--- src/rtl/mcu_arbiter.sv ---
// mcu_arbiter
//   Shares one pool of arithmetic units (integer multiplier, integer divider,
//   FP rounder) between two requesters. A winner is picked round-robin in IDLE,
//   its op is latched, the matching unit gets a one-cycle start pulse, and the
//   owner is told about completion (done) or failure (err: illegal op or the unit
//   stayed busy too long).
//
//   Sequence: IDLE -> ISSUE -> SETTLE -> WAIT -> DONE -> IDLE
//             IDLE -> FAULT -> IDLE             (illegal op 2'b11)
//             WAIT -> FAULT -> IDLE             (timeout)
//
// Ports
//   clk_i          system clock, rising edge
//   reset_ni       asynchronous active-low reset
//   req_i[1:0]     level request per requester (bit0 main ISDU, bit1 secondary)
//   op0_i, op1_i   op per requester: 00 mult, 01 div, 10 fp round, 11 illegal
//   *_busy_i       unit busy flags
//   *_start_o      one-cycle start pulse to each unit
//   grant_o[1:0]   one-hot owner, held from ISSUE/FAULT through DONE/FAULT
//   done_o[1:0]    one-cycle completion pulse to the owner
//   err_o[1:0]     one-cycle error pulse to the owner
//   res_sel_o[1:0] result-mux select (latched op), meaningful only with done_o
//   active_o       high in every state except IDLE
module mcu_arbiter #(
    parameter int unsigned TIMEOUT = 255
) (
    input  logic       clk_i,
    input  logic       reset_ni,
    input  logic [1:0] req_i,
    input  logic [1:0] op0_i,
    input  logic [1:0] op1_i,
    input  logic       mult_busy_i,
    input  logic       div_busy_i,
    input  logic       round_busy_i,
    output logic       mult_start_o,
    output logic       div_start_o,
    output logic       round_start_o,
    output logic [1:0] grant_o,
    output logic [1:0] done_o,
    output logic [1:0] err_o,
    output logic [1:0] res_sel_o,
    output logic       active_o
);

    localparam logic [2:0] StIdle   = 3'd0;
    localparam logic [2:0] StIssue  = 3'd1;
    localparam logic [2:0] StSettle = 3'd2;
    localparam logic [2:0] StWait   = 3'd3;
    localparam logic [2:0] StDone   = 3'd4;
    localparam logic [2:0] StFault  = 3'd5;

    localparam logic [1:0] OpMult  = 2'b00;
    localparam logic [1:0] OpDiv   = 2'b01;
    localparam logic [1:0] OpRound = 2'b10;
    localparam logic [1:0] OpIll   = 2'b11;

    // Last busy WAIT cycle that may still be tolerated; counter starts at 0.
    localparam logic [7:0] WaitLast = 8'(TIMEOUT - 1);

    logic [2:0] state_q, state_d;
    logic       owner_q, owner_d;  // 0: requester 0, 1: requester 1
    logic [1:0] op_q, op_d;
    logic       ptr_q, ptr_d;      // requester favoured when both request
    logic [7:0] cnt_q, cnt_d;

    logic       win;
    logic [1:0] win_op;
    logic       sel_busy;
    logic [1:0] owner_oh;

    // Round-robin pick: a lone request always wins, a tie goes to ptr_q.
    always_comb begin
        case (req_i)
            2'b01:   win = 1'b0;
            2'b10:   win = 1'b1;
            default: win = ptr_q;
        endcase
        win_op = win ? op1_i : op0_i;
    end

    // Only the unit addressed by the latched op is watched.
    always_comb begin
        case (op_q)
            OpMult:  sel_busy = mult_busy_i;
            OpDiv:   sel_busy = div_busy_i;
            OpRound: sel_busy = round_busy_i;
            default: sel_busy = 1'b0;
        endcase
    end

    always_comb begin
        state_d = state_q;
        owner_d = owner_q;
        op_d    = op_q;
        ptr_d   = ptr_q;
        cnt_d   = cnt_q;
        case (state_q)
            StIdle: begin
                cnt_d = 8'd0;
                if (req_i != 2'b00) begin
                    owner_d = win;
                    op_d    = win_op;
                    ptr_d   = ~win;
                    state_d = (win_op == OpIll) ? StFault : StIssue;
                end
            end
            StIssue: begin
                state_d = StSettle;
            end
            StSettle: begin
                cnt_d   = 8'd0;
                state_d = StWait;
            end
            StWait: begin
                if (!sel_busy) begin
                    state_d = StDone;
                end else if (cnt_q == WaitLast) begin
                    state_d = StFault;
                end else begin
                    cnt_d = cnt_q + 8'd1;
                end
            end
            StDone, StFault: begin
                state_d = StIdle;
            end
            default: begin
                state_d = StIdle;
            end
        endcase
    end

    always_ff @(posedge clk_i or negedge reset_ni) begin
        if (!reset_ni) begin
            state_q <= StIdle;
            owner_q <= 1'b0;
            op_q    <= OpMult;
            ptr_q   <= 1'b0;
            cnt_q   <= 8'd0;
        end else begin
            state_q <= state_d;
            owner_q <= owner_d;
            op_q    <= op_d;
            ptr_q   <= ptr_d;
            cnt_q   <= cnt_d;
        end
    end

    // Outputs decode from registered state only, so reset clears them at once.
    always_comb begin
        owner_oh      = owner_q ? 2'b10 : 2'b01;
        active_o      = (state_q != StIdle);
        grant_o       = active_o ? owner_oh : 2'b00;
        mult_start_o  = (state_q == StIssue) && (op_q == OpMult);
        div_start_o   = (state_q == StIssue) && (op_q == OpDiv);
        round_start_o = (state_q == StIssue) && (op_q == OpRound);
        done_o        = (state_q == StDone) ? owner_oh : 2'b00;
        err_o         = (state_q == StFault) ? owner_oh : 2'b00;
        res_sel_o     = (state_q == StDone) ? op_q : 2'b00;
    end

endmodule

--- config.mk ---
export PLATFORM = sky130hd
export DESIGN_NAME = mcu_arbiter
export DESIGN_NICKNAME = d
export VERILOG_FILES = /design/src/rtl/mcu_arbiter.sv
export SDC_FILE = /design/constraint.sdc
export NUM_CORES = 1
export LEC_CHECK = 0
export BUFFER_PORTS_ARGS = -buffer_cell sky130_fd_sc_hd__buf_2
export CORE_MARGIN = 1
export CORE_UTILIZATION = 50
export DETAILED_ROUTE_END_ITERATION = 10
export GPL_ROUTABILITY_DRIVEN = 0
export PLACE_DENSITY = 0.73
export SYNTH_ARGS = -nofsm -noshare
export SYNTH_HDL_FRONTEND = slang
export SYNTH_SLANG_ARGS = --single-unit
--- constraint.sdc ---
create_clock -name clk_i -period 1.9 [get_ports clk_i]
set_clock_uncertainty 0.05 [all_clocks]
set_input_delay 0.285 -clock clk_i [delete_from_list [all_inputs] [get_ports clk_i]]
set_output_delay 0.285 -clock clk_i [all_outputs]
set_load 0.01 [all_outputs]
==> reports/qor.txt <==
Status - completed
Clk_lat worst skew - 0.28 ns
DP Worst Slack - 0.199 ns
Vias per cell - 5.58
Core Area - 0.00180 mm2
Tightest Pin Transition - 0.414 ns
Antenna cells - 0
Post-route cell area - 0.00118 mm2
Row cnt - 15
CP required - 1.56 ns
Area occupied by registers - 377 um2
Ports - 23
Area grow syn2layout - 17.5%
Fmax achieved - 549 MHz
Crit share post-route - 95.9%
Initial Util - 56.0%
Fill count - 162
Flop pwr share - 37.6%
DIE AREA - 0.00220 mm2
Share of cells above drive strength 1 - 27.3%
Worst Path Arrival - 1.49 ns
Tmin final - 1.82 ns
Cell-internal power - 0.845 mW
Synthesized flop and latch total - 15
Syn. warnings - 0
Crit. End Element - primary output
Clock power share - 12.2%
Layout Nets - 148
Max_cap viols - 0
All-Layer GR Usage - 22.0%
Routed wire length - 2160 um
Die X - 46.9 um
DP Area - 0.00115 mm2
Root buffer cell - clkbuf_4
Global route total overflow - 0
Async SR Flop Fraction - 100%
Endpoints failing hold - 0
Synth unique cells - 34
Reg clk slew, reported paths - 0.09 ns
Final Max Tran Viols - 0
Post-route ant nets - 0
Final Non-Filler Cells - 157
Global-route wire length before repair - 3420 um
Tot Pwr - 1.52 mW
CTS Buf Count - 3
Detailed-route DRC error count - 0
Drt first-iter violations - 28
Fin Setup TNS - 0 ns
Worst-path fanout max - 9
DR pass1 iterations - 4
CTS tree - yes
Drt wl/cell - 13.8 um
Initial antenna violation count - 0
Post CTS Setup Buffer Count - 0
Post-DP HPWL - 1550 um
Number of global-route vias before repair - 757
Mean Syn Cell Area - 9.42 um2
Largest net degree at the start of global routing - 16
Multi-input gate area - 586 um2
Post-Syn Instances - 107
Slew HR - 72.2%
RSZ-0062 raised after global routing - yes
Bufs on Longest Clock Path - 2
Leak - 0.566 nW
WHS Path Cells - 3
Post-Syn Area - 0.00101 mm2
Sw Pwr - 0.677 mW
Critical path's slowest cell - dfrtp_2
Syn_nets - 122
EDFF count, synth - 0
Critical path class - reg -> out
Final worst slack - 0.0775 ns
H-Tree Depth - 1
Combinational share of power - 50.2%
Worst reg2reg path depth - 6
Post-Place Cells - 152
Height of the die - 46.9 um
Cells along the critical path - inv_1 > nor3_1 > and2_2 > buf_2
Power per Cell Area - 1280 mW/mm2
Startpoint types - flip-flop
Main synth FF type - dfrtp_1
Port bufs - 22
Sw Ratio - 44.5%
CTS Sinks - 15
Worst hold path class - in -> reg
Peak per-stage delay on the critical path - 0.49 ns
Max VDD drop - 0.828 mV
Vias post-DR - 876
Seq/Total Area, Yosys - 37.2%
Final setup violation count - 0
-- worst max-delay path, delay by kind of cell (launching register included) --
kind / cells / cell delay [ns]
flops: 1 / 0.49
simple gates: 2 / 0.49
buf+inv: 2 / 0.23
-- what timing repair did --
item / 4_1_cts / 5_1_grt
gates resized for setup: 1 / 0
setup endpoints to repair: 4 / 5
hold buffers: 1 / 0
hold endpoints to repair: 15 / 0
-- flip-flops by register name, indices dropped and copies added (netlist names) --
| register | flops |
|---|---|
| state_q | 3 |
| ptr_q | 1 |
| cnt_q | 8 |
| op_q | 2 |
| owner_q | 1 |
-- power groups by stage --
stage / clock, mW / combinational, mW / sequential [mW]
2_1_floorplan: 0 / 0.663 / 0.461
3_3_place_gp: 0 / 0.747 / 0.566
3_5_place_dp: 0 / 0.762 / 0.573
4_1_cts: 0.189 / 0.769 / 0.570
5_1_grt: 0.199 / 0.853 / 0.588
6_report: 0.186 / 0.764 / 0.572
-- logic make-up after synthesis --
family / after synthesis / synth area share, %
DFF: 15 / 37.2
adders and majority gates: 4 / 4.96
and+or+nand+nor: 43 / 24.9
xor gates and xnor gates: 1 / 0.869
AOI/OAI and AO/OA: 27 / 20.7
buffers and inverters: 11 / 4.71
muxes: 6 / 6.58
-- placed cells by master (no fill, tap or decap), types with 4 or more instances in the layout --
cell type and count:
inv_1 6, o21ai_0 4, nand3_1 5, dfrtp_1 14, buf_2 22, ha_1 4
a21oi_1 5, nor2_1 8, a31oi_1 11, mux2i_1 4, nand2_1 7
-- layer usage --
metal	GRT usage, %	vias to the layer above	routed length (um)
met2	34.7	17	1020
li1	-	436	-
met3	2.31	2	46
met5	0	-	0
met4	8.57	0	12
met1	31.0	421	1090
-- path summary, 6_finish.rpt --
| path | from | to | slack (ns) |
|---|---|---|---|
| worst max-delay path | state_q[2] | res_sel_o[1] | 0.08 |
| worst min-delay path | op0_i[0] | op_q[0] | 0.28 |
| worst max register to register | cnt_q[0] | cnt_q[1] | 0.20 |
| worst min register to register | ptr_q | ptr_q | 0.46 |
| max in group asynchronous | reset_ni | state_q[2] | 1.14 |
| min in group asynchronous | reset_ni | cnt_q[0] | 0.38 |
-- Yosys cell counts (2+ instances only) --
cell type  count  area, um2
nor2b_1        3       18.8
nor3_1         3       15.0
a21oi_1        5       25.0
ha_1           4       50.1
o21ai_0        4       20.0
o211a_1        2       20.0
dfrtp_1       15        375
nor3b_1        2       15.0
mux2i_1        4       40.0
buf_2          4       20.0
nand3_1        5       25.0
and3_1         2       12.5
a31oi_1       11       68.8
nand2b_1       2       12.5
and2_1         3       18.8
nor2_1         8       30.0
inv_1          6       22.5
nand3b_1       2       15.0
nand2_1        7       26.3
-- through the flow --
stage | hold WS (ns) | util [%]
2_1_floorplan | -0.0606 | -
3_3_place_gp | 0.160 | 63.7
3_5_place_dp | 0.167 | 63.7
4_1_cts | 0.275 | 65.8
5_1_grt | 0.297 | 65.8
6_report | 0.280 | 65.8
-- layout make-up --
type	count	area share [%]
Multi-Input combinational cell	81	49.4
Sequential cell	15	31.8
Timing Repair Buffer	26	12.0
Tap cell	25	2.64
Clock buffer	4	2.22
Inverter	6	1.90
Power figures use the tool's default switching activity.
